[src/rtl/demux1x4_tdm.sv]
// demux1x4_tdm: receive end of a 4-slot TDM lane.
// Slot beats are collected into shadow registers. A complete frame is then
// presented as four registered lanes, together with a one-cycle frame strobe.
//
// state  | meaning
// -------+-----------------------------------------------------------
// HUNT   | waiting for a sof beat; beats without sof are discarded
// LOCKED | slot counter aligned to the frame; collecting slot beats
module demux1x4_tdm #(
    parameter int WIDTH = 8
) (
    input  logic             i_clk,
    input  logic             i_rst,
    input  logic [WIDTH-1:0] i_din,
    input  logic             i_din_valid,
    input  logic             i_sof,
    output logic [WIDTH-1:0] o_y0,
    output logic [WIDTH-1:0] o_y1,
    output logic [WIDTH-1:0] o_y2,
    output logic [WIDTH-1:0] o_y3,
    output logic             o_frame_valid,
    output logic [1:0]       o_sel,
    output logic             o_locked,
    output logic             o_sync_err,
    output logic [7:0]       o_frame_cnt
);

    typedef enum logic {HUNT = 1'b0, LOCKED = 1'b1} state_t;

    state_t           r_state;
    logic [1:0]       r_sel;
    logic [WIDTH-1:0] r_s0, r_s1, r_s2;
    logic [WIDTH-1:0] r_y0, r_y1, r_y2, r_y3;
    logic             r_frame_valid;
    logic             r_sync_err;
    logic [7:0]       r_frame_cnt;

    state_t           w_state_nxt;
    logic [1:0]       w_sel_nxt;
    logic [WIDTH-1:0] w_s0_nxt, w_s1_nxt, w_s2_nxt;
    logic [WIDTH-1:0] w_y0_nxt, w_y1_nxt, w_y2_nxt, w_y3_nxt;
    logic             w_frame_valid_nxt;
    logic             w_sync_err_nxt;
    logic [7:0]       w_frame_cnt_nxt;

    // State and datapath registers; synchronous reset clears everything.
    always_ff @(posedge i_clk) begin
        if (i_rst) begin
            r_state       <= HUNT;
            r_sel         <= 2'd0;
            r_s0          <= '0;
            r_s1          <= '0;
            r_s2          <= '0;
            r_y0          <= '0;
            r_y1          <= '0;
            r_y2          <= '0;
            r_y3          <= '0;
            r_frame_valid <= 1'b0;
            r_sync_err    <= 1'b0;
            r_frame_cnt   <= 8'd0;
        end else begin
            r_state       <= w_state_nxt;
            r_sel         <= w_sel_nxt;
            r_s0          <= w_s0_nxt;
            r_s1          <= w_s1_nxt;
            r_s2          <= w_s2_nxt;
            r_y0          <= w_y0_nxt;
            r_y1          <= w_y1_nxt;
            r_y2          <= w_y2_nxt;
            r_y3          <= w_y3_nxt;
            r_frame_valid <= w_frame_valid_nxt;
            r_sync_err    <= w_sync_err_nxt;
            r_frame_cnt   <= w_frame_cnt_nxt;
        end
    end

    // Next-state logic. Everything holds unless a beat is accepted; the two pulses default low.
    always_comb begin
        w_state_nxt       = r_state;
        w_sel_nxt         = r_sel;
        w_s0_nxt          = r_s0;
        w_s1_nxt          = r_s1;
        w_s2_nxt          = r_s2;
        w_y0_nxt          = r_y0;
        w_y1_nxt          = r_y1;
        w_y2_nxt          = r_y2;
        w_y3_nxt          = r_y3;
        w_frame_valid_nxt = 1'b0;
        w_sync_err_nxt    = 1'b0;
        w_frame_cnt_nxt   = r_frame_cnt;

        if (i_din_valid) begin
            if (r_state == HUNT) begin
                if (i_sof) begin
                    w_s0_nxt    = i_din;
                    w_sel_nxt   = 2'd1;
                    w_state_nxt = LOCKED;
                end
            end else if (i_sof) begin
                // An early sof drops the partial frame and resynchronises on this beat.
                if (r_sel != 2'd0) begin
                    w_sync_err_nxt = 1'b1;
                end
                w_s0_nxt  = i_din;
                w_sel_nxt = 2'd1;
            end else begin
                case (r_sel)
                    2'd0: begin
                        // A missing sof means alignment is lost; fall back to hunting.
                        w_sync_err_nxt = 1'b1;
                        w_state_nxt    = HUNT;
                    end
                    2'd1: begin
                        w_s1_nxt  = i_din;
                        w_sel_nxt = 2'd2;
                    end
                    2'd2: begin
                        w_s2_nxt  = i_din;
                        w_sel_nxt = 2'd3;
                    end
                    default: begin
                        w_y0_nxt          = r_s0;
                        w_y1_nxt          = r_s1;
                        w_y2_nxt          = r_s2;
                        w_y3_nxt          = i_din;
                        w_frame_valid_nxt = 1'b1;
                        w_frame_cnt_nxt   = r_frame_cnt + 8'd1;
                        w_sel_nxt         = 2'd0;
                    end
                endcase
            end
        end
    end

    assign o_y0          = r_y0;
    assign o_y1          = r_y1;
    assign o_y2          = r_y2;
    assign o_y3          = r_y3;
    assign o_frame_valid = r_frame_valid;
    assign o_sel         = r_sel;
    assign o_locked      = (r_state == LOCKED);
    assign o_sync_err    = r_sync_err;
    assign o_frame_cnt   = r_frame_cnt;

endmodule

[config.mk]
export PLATFORM = sky130hd
export DESIGN_NAME = demux1x4_tdm
export DESIGN_NICKNAME = d
export VERILOG_FILES = /design/src/rtl/demux1x4_tdm.sv
export SDC_FILE = /design/constraint.sdc
export NUM_CORES = 1
export LEC_CHECK = 0
export CORE_AREA = 2 2 84 86
export DETAILED_ROUTE_END_ITERATION = 10
export DIE_AREA = 0 0 86 88
export PLACE_DENSITY_LB_ADDON = 0.25
export SETUP_SLACK_MARGIN = 0.4
export SLEW_MARGIN = 20
export SYNTH_ARGS = -nofsm -noshare
export SYNTH_HDL_FRONTEND = slang
export SYNTH_SLANG_ARGS = --single-unit
[constraint.sdc]
create_clock -name i_clk -period 1.55 [get_ports i_clk]
set_input_delay 0.31 -clock i_clk [delete_from_list [all_inputs] [get_ports i_clk]]
set_output_delay 0.31 -clock i_clk [all_outputs]
set_load 0.005 [all_outputs]
==> metrics.yaml, run 1 <==
outcome:
  status: "completed"
clocking:
  cts_root_buffer: "clkbuf_8"
  cts_hold_buffers: 0
  cts.sinks: 69
  cts_tree: "done"
  clkTransAtPathRegs_ps: 70
  clockBufferDepth: 2
  clk_latency_ps: 330
  cts_inserted_buffers: 9
  h-tree-depth: 3
placed_design:
  pre_cts_slack_ps: -280
  placedInstanceArea_um2: 3390
  port_buffers: 56
  gp_congestion: 0.795
  hpwl_um: 3900
synth:
  syn_inst: 321
  ys.flop_type: "dfxtp_1"
  synth_area_leaders: "dfxtp_1 53%, nand2_1 17%, a21oi_1 12%"
  synth_cell_types: 27
  yosys.area_share.adder_pct: 2.89
  netlist_area_um2: 2600
  synth_top_family_by_area: "simple AND/OR/NAND/NOR gates"
  synthMuxAreaShare_pct: 0.434
  yosysMostFrequentCell: "nand2_1"
  ys_warn_count: 0
  ys_seq_elements: 69
  async_reset_ff_share_pct: 0
  synthesis.nets: 339
  synth_simple_gate_area_share_pct: 24.3
  synth_compound_area_share_pct: 14.3
  synth_top_area_cell: "dfxtp_1"
  synth_xor_xnor_area_share_pct: 0.337
  synth.avg_cell_area_um2: 8.09
  synth_top_area_share_pct: 53.2
  synth_edf_count: 0
  seq_area_frac_synth_pct: 53.2
  ys_top_cells_by_count: "117 x nand2_1, 69 x dfxtp_1, 63 x a21oi_1, 11 x buf_2, 11 x clkbuf_1"
pwr:
  p_leak_nw: 1.77
  power_w: 0.00350
  peakVddDrop_uv: 532
  powerDensity_nw_per_um2: 848
critical_path:
  required_ps: 1820
  crit_buf_inv: 1
  reg2reg_depth: 5
  start_kind: "flop"
  ff2ff_setup_slack_ps: 120
  slowest_delay_ps: 410
  crit_chain: "ha_4, nand4b_4, buf_6, or4_4, a21oi_2"
  critPathMaxFanout: 6
  cp.depth: 5
  critical_path.slowest_cell: "or4_4"
  arrival_ps: 1700
  endpoint_kind: "flop"
  crit_type: "flop to flop"
  path_delay_family: "simple AND/OR/NAND/NOR gates"
floorplanning:
  rows: 30
  fp.dieArea_um2: 7570
  coreArea_um2: 6640
  chipWidth_um: 86
  floorplan.initialDensity_pct: 39.1
  pin_count: 57
  die_h_um: 88
global_routing:
  grt_pass1_wl_um: 11400
  grt_pass1_vias: 2403
  grt_overflow_total: 0
  antenna_found_initial: 0
  grt_usage_pct: 19.2
  grt_max_degree: 64
sta:
  fin_crit_sh_pct: 92.2
  slew_violations: 0
  slew_headroom_pct: 75.6
  grt_setup_unrepaired: "yes"
  fin_ws_ps: 121
  setup_violations: 0
  setup_tns_ps: 0
  fmax_ghz: 0.700
  skew_ps: 3.51
  max_slew.worst_pin.slew_ps: 365
  finalCriticalPeriod_ps: 1430
  hold_viol_final: 0
finish:
  fillers: 564
  area_growth_pct: 58.9
  regArea_um2: 1450
  layout-drive-gt1-share_pct: 51.6
  n_antenna_cell: 0
  utilization_pct: 62.1
  multi_input_comb_area_um2: 1460
  nets: 430
  design_area_um2: 4130
drt:
  drtAntennaViolNets: 0
  drcViolationCount: 0
  firstDrtPassIters: 4
  via_per_inst: 5.03
  drt_wl_total_um: 7130
  routedWlPerCell_um: 14.3
  vias: 2502
  dr.first_iter.drc_count: 132
hold_path:
  hold_path.class: "input port to flop"
  whs_path_depth: 2
job:
  maxCapViolCount: 0
## report_power, final
group          total, W  switching, W  leakage, nW  internal [W]
Sequential      0.00179     0.0000136        0.580       0.00178
Clock           0.00148      0.000689       0.0959      0.000791
Combinational  0.000229      0.000121         1.10      0.000108
Total           0.00350      0.000823         1.77       0.00268
## layout by cell type, fill, tap and decap left out, types with 3 or more instances in the layout
master | synthesis | layout
clkbuf_8 | 0 | 10
nand2_4 | 0 | 17
or3_1 | 3 | 3
a21oi_2 | 0 | 22
buf_4 | 0 | 24
dfxtp_4 | 0 | 5
buf_12 | 0 | 4
nor2_1 | 5 | 5
o21ai_0 | 5 | 4
nand2_1 | 117 | 93
clkdlybuf4s50_1 | 0 | 8
a21oi_1 | 63 | 41
buf_6 | 0 | 15
dfxtp_1 | 69 | 26
ha_4 | 0 | 5
buf_2 | 11 | 41
dfxtp_2 | 0 | 38
inv_1 | 6 | 5
nand2_2 | 0 | 7
## layer usage
metal	global-route usage (%)	vias to the layer above	share of wire (%)
met5	0	-	0
met4	7.79	0	1.9
met3	2.92	13	4.4
met2	32.5	60	49
met1	24.6	1180	45
li1	-	1249	-
## worst reg2reg max path, stage by stage (launching register included)
cell,delay (ps)
dfxtp_4,380
ha_4,150
nand4b_4,140
buf_6,160
or4_4,410
a21oi_2,130
## metrics by stage
step	hold slack, ps	std cells
after global placement	441	452
after global routing	263	497
final	259	497
after detailed placement	444	452
after floorplan	432	321
after CTS	256	493
## registers in the layout, summed over array words and instances, names as in the netlist
| register | flops |
|---|---|
| o_locked | 1 |
| o_sel | 2 |
| o_sync_err | 1 |
| o_y2 | 8 |
| r_s2 | 8 |
| o_y0 | 8 |
| o_y3 | 8 |
| o_frame_valid | 1 |
| o_frame_cnt | 8 |
| o_y1 | 8 |
| r_s1 | 8 |
| r_s0 | 8 |
## repair_timing
action | CTS | global route
gates resized for setup | 245 | 70
pin swaps | 11 | 24
cloned | 4 | 1
endpoints found under the hold margin | 0 | 0
setup buffers | 21 | 3
setup endpoints to repair | 113 | 66
## cell families (layout without fill, tap and decap cells)
| group | Yosys count | after routing |
|---|---|---|
| DFF | 69 | 69 |
| muxes | 1 | 1 |
| AOI/OAI and AO/OA | 72 | 72 |
| and+or+nand+nor | 144 | 144 |
| adders and majority gates | 6 | 6 |
| xor gates and xnor gates | 1 | 1 |
| buffers and inverters | 28 | 124 |
## final cells by class
type	instances	share of cell area (%)
repair buffers	102	21.8
multi-input cells	224	35.3
clock inverters	5	1.43
clock buffers	11	3.43
well taps	80	2.43
flip-flops and latches	69	35.1
inverters	6	0.546
## final timing paths
kind / from / end
hold reg to reg: o_y1[3]$_SDFFE_PP0P_ / o_y1[3]$_SDFFE_PP0P_
hold / removal: i_rst / o_frame_cnt[6]$_SDFFE_PP0P_
setup / recovery: o_sel[1]$_SDFFE_PP0P_ / o_frame_cnt[6]$_SDFFE_PP0P_
setup reg to reg: o_sel[1]$_SDFFE_PP0P_ / o_frame_cnt[6]$_SDFFE_PP0P_
Power figures use the tool's default switching activity.
==> inputs of run 2 (changes only) <==
--- a/config.mk
+++ b/config.mk
@@ -14,3 +14,4 @@
 export SYNTH_ARGS = -nofsm -noshare
 export SYNTH_HDL_FRONTEND = slang
 export SYNTH_SLANG_ARGS = --single-unit
+export TNS_END_PERCENT = 20
==> run 2 against run 1 <==
Clock skew increased by 6.8 ps. Global-route usage is 1.7 points lower. Wire length is 3.8% lower. Register-to-register slack lost 20 ps. Die area stayed put. Critical path depth unchanged. Sequential share of layout area grew 1.7 points. Fmax decreased by 1.6%. Largest power group unchanged.
==> metrics.yaml, run 2 (synthesis results as in run 1) <==
clocking:
  clkTransAtPathRegs_ps: 70  # about the same
  h-tree-depth: 3  # unchanged
  clockBufferDepth: 2  # unchanged
  clk_latency_ps: 350  # +20 ps
  cts_tree: "done"
  cts_inserted_buffers: 9  # unchanged
  cts_root_buffer: "clkbuf_8"
  cts.sinks: 69  # unchanged
  cts_hold_buffers: 0  # unchanged
job:
  maxCapViolCount: 0  # unchanged
global_routing:
  grt_pass1_vias: 2226  # -7.4%
  grt_overflow_total: 0  # unchanged
  grt_usage_pct: 17.4  # -1.7 points
  grt_pass1_wl_um: 10300  # -9.7%
  grt_max_degree: 56  # -13%
  antenna_found_initial: 0  # unchanged
pwr:
  peakVddDrop_uv: 473  # -11%
  powerDensity_nw_per_um2: 895  # +5.5%
  power_w: 0.00347  # -0.80%
  p_leak_nw: 1.63  # -7.9%
outcome:
  status: "completed"
placed_design:
  hpwl_um: 3940  # +0.95%
  placedInstanceArea_um2: 3380  # -0.15%
  port_buffers: 56  # unchanged
  gp_congestion: 0.785  # -1.3%
finish:
  area_growth_pct: 49.4
  layout-drive-gt1-share_pct: 31.6  # -20 points
  nets: 424  # -1.4%
  regArea_um2: 1430  # -1.3%
  design_area_um2: 3880  # -5.9%
  n_antenna_cell: 0  # unchanged
  layout_commonest_cell: "nand2_1"
  fillers: 605  # +7.3%
  multi_input_comb_area_um2: 1240  # -15%
  layout_common_cells: "110 x nand2_1, 55 x a21oi_1, 41 x dfxtp_1, 28 x buf_4, 26 x dlygate4sd2_1"
drt:
  drt_wl_total_um: 6860  # -3.8%
  dr.first_iter.drc_count: 151  # +14%
  met2_length_um: 3470  # unchanged
  routedWlPerCell_um: 14.0  # -2.6%
  drcViolationCount: 0  # unchanged
  top_layer: "met4"
  met3WireLength_um: 364  # +17%
  via_per_inst: 5.00  # -0.60%
  vias: 2457  # -1.8%
  firstDrtPassIters: 4  # unchanged
  drtAntennaViolNets: 0  # unchanged
  wl_met1_um: 2920  # -9.2%
critical_path:
  start_kind: "flop"
  crit_chain: "ha_4, nand4b_4, buf_4, or4_1, a21oi_1"
  worstReg2RegEnd: "o_frame_cnt[6]$_SDFFE_PP0P_"
  crit_buf_inv: 1  # unchanged
  reg2reg_depth: 5  # unchanged
  critPathMaxFanout: 7  # +1
  endpoint_kind: "flop"
  critical_path.slowest_cell: "or4_1"
  arrival_ps: 1720  # +20 ps
  crit_type: "flop to flop"
  path_delay_family: "simple AND/OR/NAND/NOR gates"
  slowest_delay_ps: 390  # -20 ps
  required_ps: 1820  # about the same
  r2r-start: "o_sel[1]$_SDFFE_PP0P_"
  ff2ff_setup_slack_ps: 100  # -20 ps
hold_path:
  hold_path.class: "input port to flop"
  hold_end: "o_frame_cnt[2]$_SDFFE_PP0P_"
  whs_path_depth: 2  # unchanged
  hp-start: "i_rst"
floorplanning:
  fp.dieArea_um2: 7570  # unchanged
  floorplan.initialDensity_pct: 39.1  # unchanged
  die_h_um: 88  # unchanged
  coreArea_um2: 6640  # unchanged
  pin_count: 57  # unchanged
  rows: 30  # unchanged
  chipWidth_um: 86  # unchanged
sta:
  setup_violations: 0  # unchanged
  fin_crit_sh_pct: 93.7  # +1.5 points
  skew_ps: 10.3  # +6.82 ps
  hold_viol_final: 0  # unchanged
  finalCriticalPeriod_ps: 1450  # +23.5 ps
  max_slew.worst_pin.slew_ps: 324  # -41.2 ps
  slew_headroom_pct: 78.4  # +2.8 points
  grt_setup_unrepaired: "yes"
  slew_violations: 0  # unchanged
  fmax_ghz: 0.689  # -1.6%
run 2: cell count changes in the layout (fill, tap and decap cells not counted), moves of 4 or more:
cell | before | now
dfxtp_2 | 38 | 23
nand2_1 | 93 | 110
buf_4 | 24 | 28
nand2_2 | 7 | 1
buf_6 | 15 | 3
buf_2 | 41 | 18
a21oi_1 | 41 | 55
dlygate4sd2_1 | 2 | 26
a21oi_2 | 22 | 8
nand2_4 | 17 | 6
clkbuf_16 | 1 | 5
dfxtp_1 | 26 | 41
run 2: what timing repair did:
| action | 4_1_cts | 5_1_grt |
|---|---|---|
| setup endpoints to repair | 112 | 97 |
| resized for setup | 131 | 29 |
| buffers inserted | 11 | 5 |
| cloned | 1 | 5 |
| pin swaps | 2 | 13 |
run 2: power breakdown:
group / switching (W) / leakage [nW] / total [W] / internal, W
sequential: 0.0000121 / 0.573 / 0.00179 / 0.00178
clock: 0.000686 / 0.105 / 0.00148 / 0.000793
combinational: 0.000106 / 0.957 / 0.000203 / 0.0000973
run 2: through the flow:
step / std cells / hold slack, ps / utilization (%) / worst slack [ps] / setup TNS (ps)
floorplan: 321 / 432 / - / 182 / 0
global placement: 453 / 443 / 50.9 / -248 / -10030
detailed placement: 453 / 446 / 50.9 / -270 / -11320
CTS: 481 / 341 / 54.4 / 108 / 0
global route: 491 / 362 / 58.4 / 49.0 / 0
finish: 491 / 348 / 58.4 / 97.8 / 0
run 2: how the worst max path moves through the flow:
stage | start | endpoint | slack [ps] | depth (start not counted)
final | o_sel[1]$_SDFFE_PP0P_ | o_frame_cnt[6]$_SDFFE_PP0P_ | 100 | 5
after global routing | o_sel[1]$_SDFFE_PP0P_ | o_frame_cnt[6]$_SDFFE_PP0P_ | 50 | 5
after CTS | o_sel[1]$_SDFFE_PP0P_ | o_frame_cnt[6]$_SDFFE_PP0P_ | 110 | 5
after detailed placement | i_din_valid | o_frame_cnt[0]$_SDFFE_PP0P_ | -270 | 6
after global placement | i_din_valid | o_frame_cnt[0]$_SDFFE_PP0P_ | -250 | 6
after floorplan | o_sel[1]$_SDFFE_PP0P_ | o_frame_cnt[7]$_SDFFE_PP0P_ | 180 | 4
run 2: worst register-to-register path: stages (launching register included):
cell and delay [ps]:
dfxtp_4 380, ha_4 150, nand4b_4 140, buf_4 180, or4_1 390, a21oi_1 140
run 2: cell type report:
| cell class | count | share of cell area [%] |
|---|---|---|
| inverters | 6 | 0.580 |
| well taps | 80 | 2.58 |
| multi-input cells | 224 | 31.9 |
| flip-flops and latches | 69 | 36.8 |
| repair buffers | 96 | 23.0 |
| clock buffers | 11 | 3.64 |
| clock inverters | 5 | 1.45 |
run 2: per-layer routing:
layer,global-route usage (%),vias to the layer above
li1,-,1233
met1,21.7,1154
met2,28.3,62
met3,5.00,8
met4,7.50,0
met5,0,-
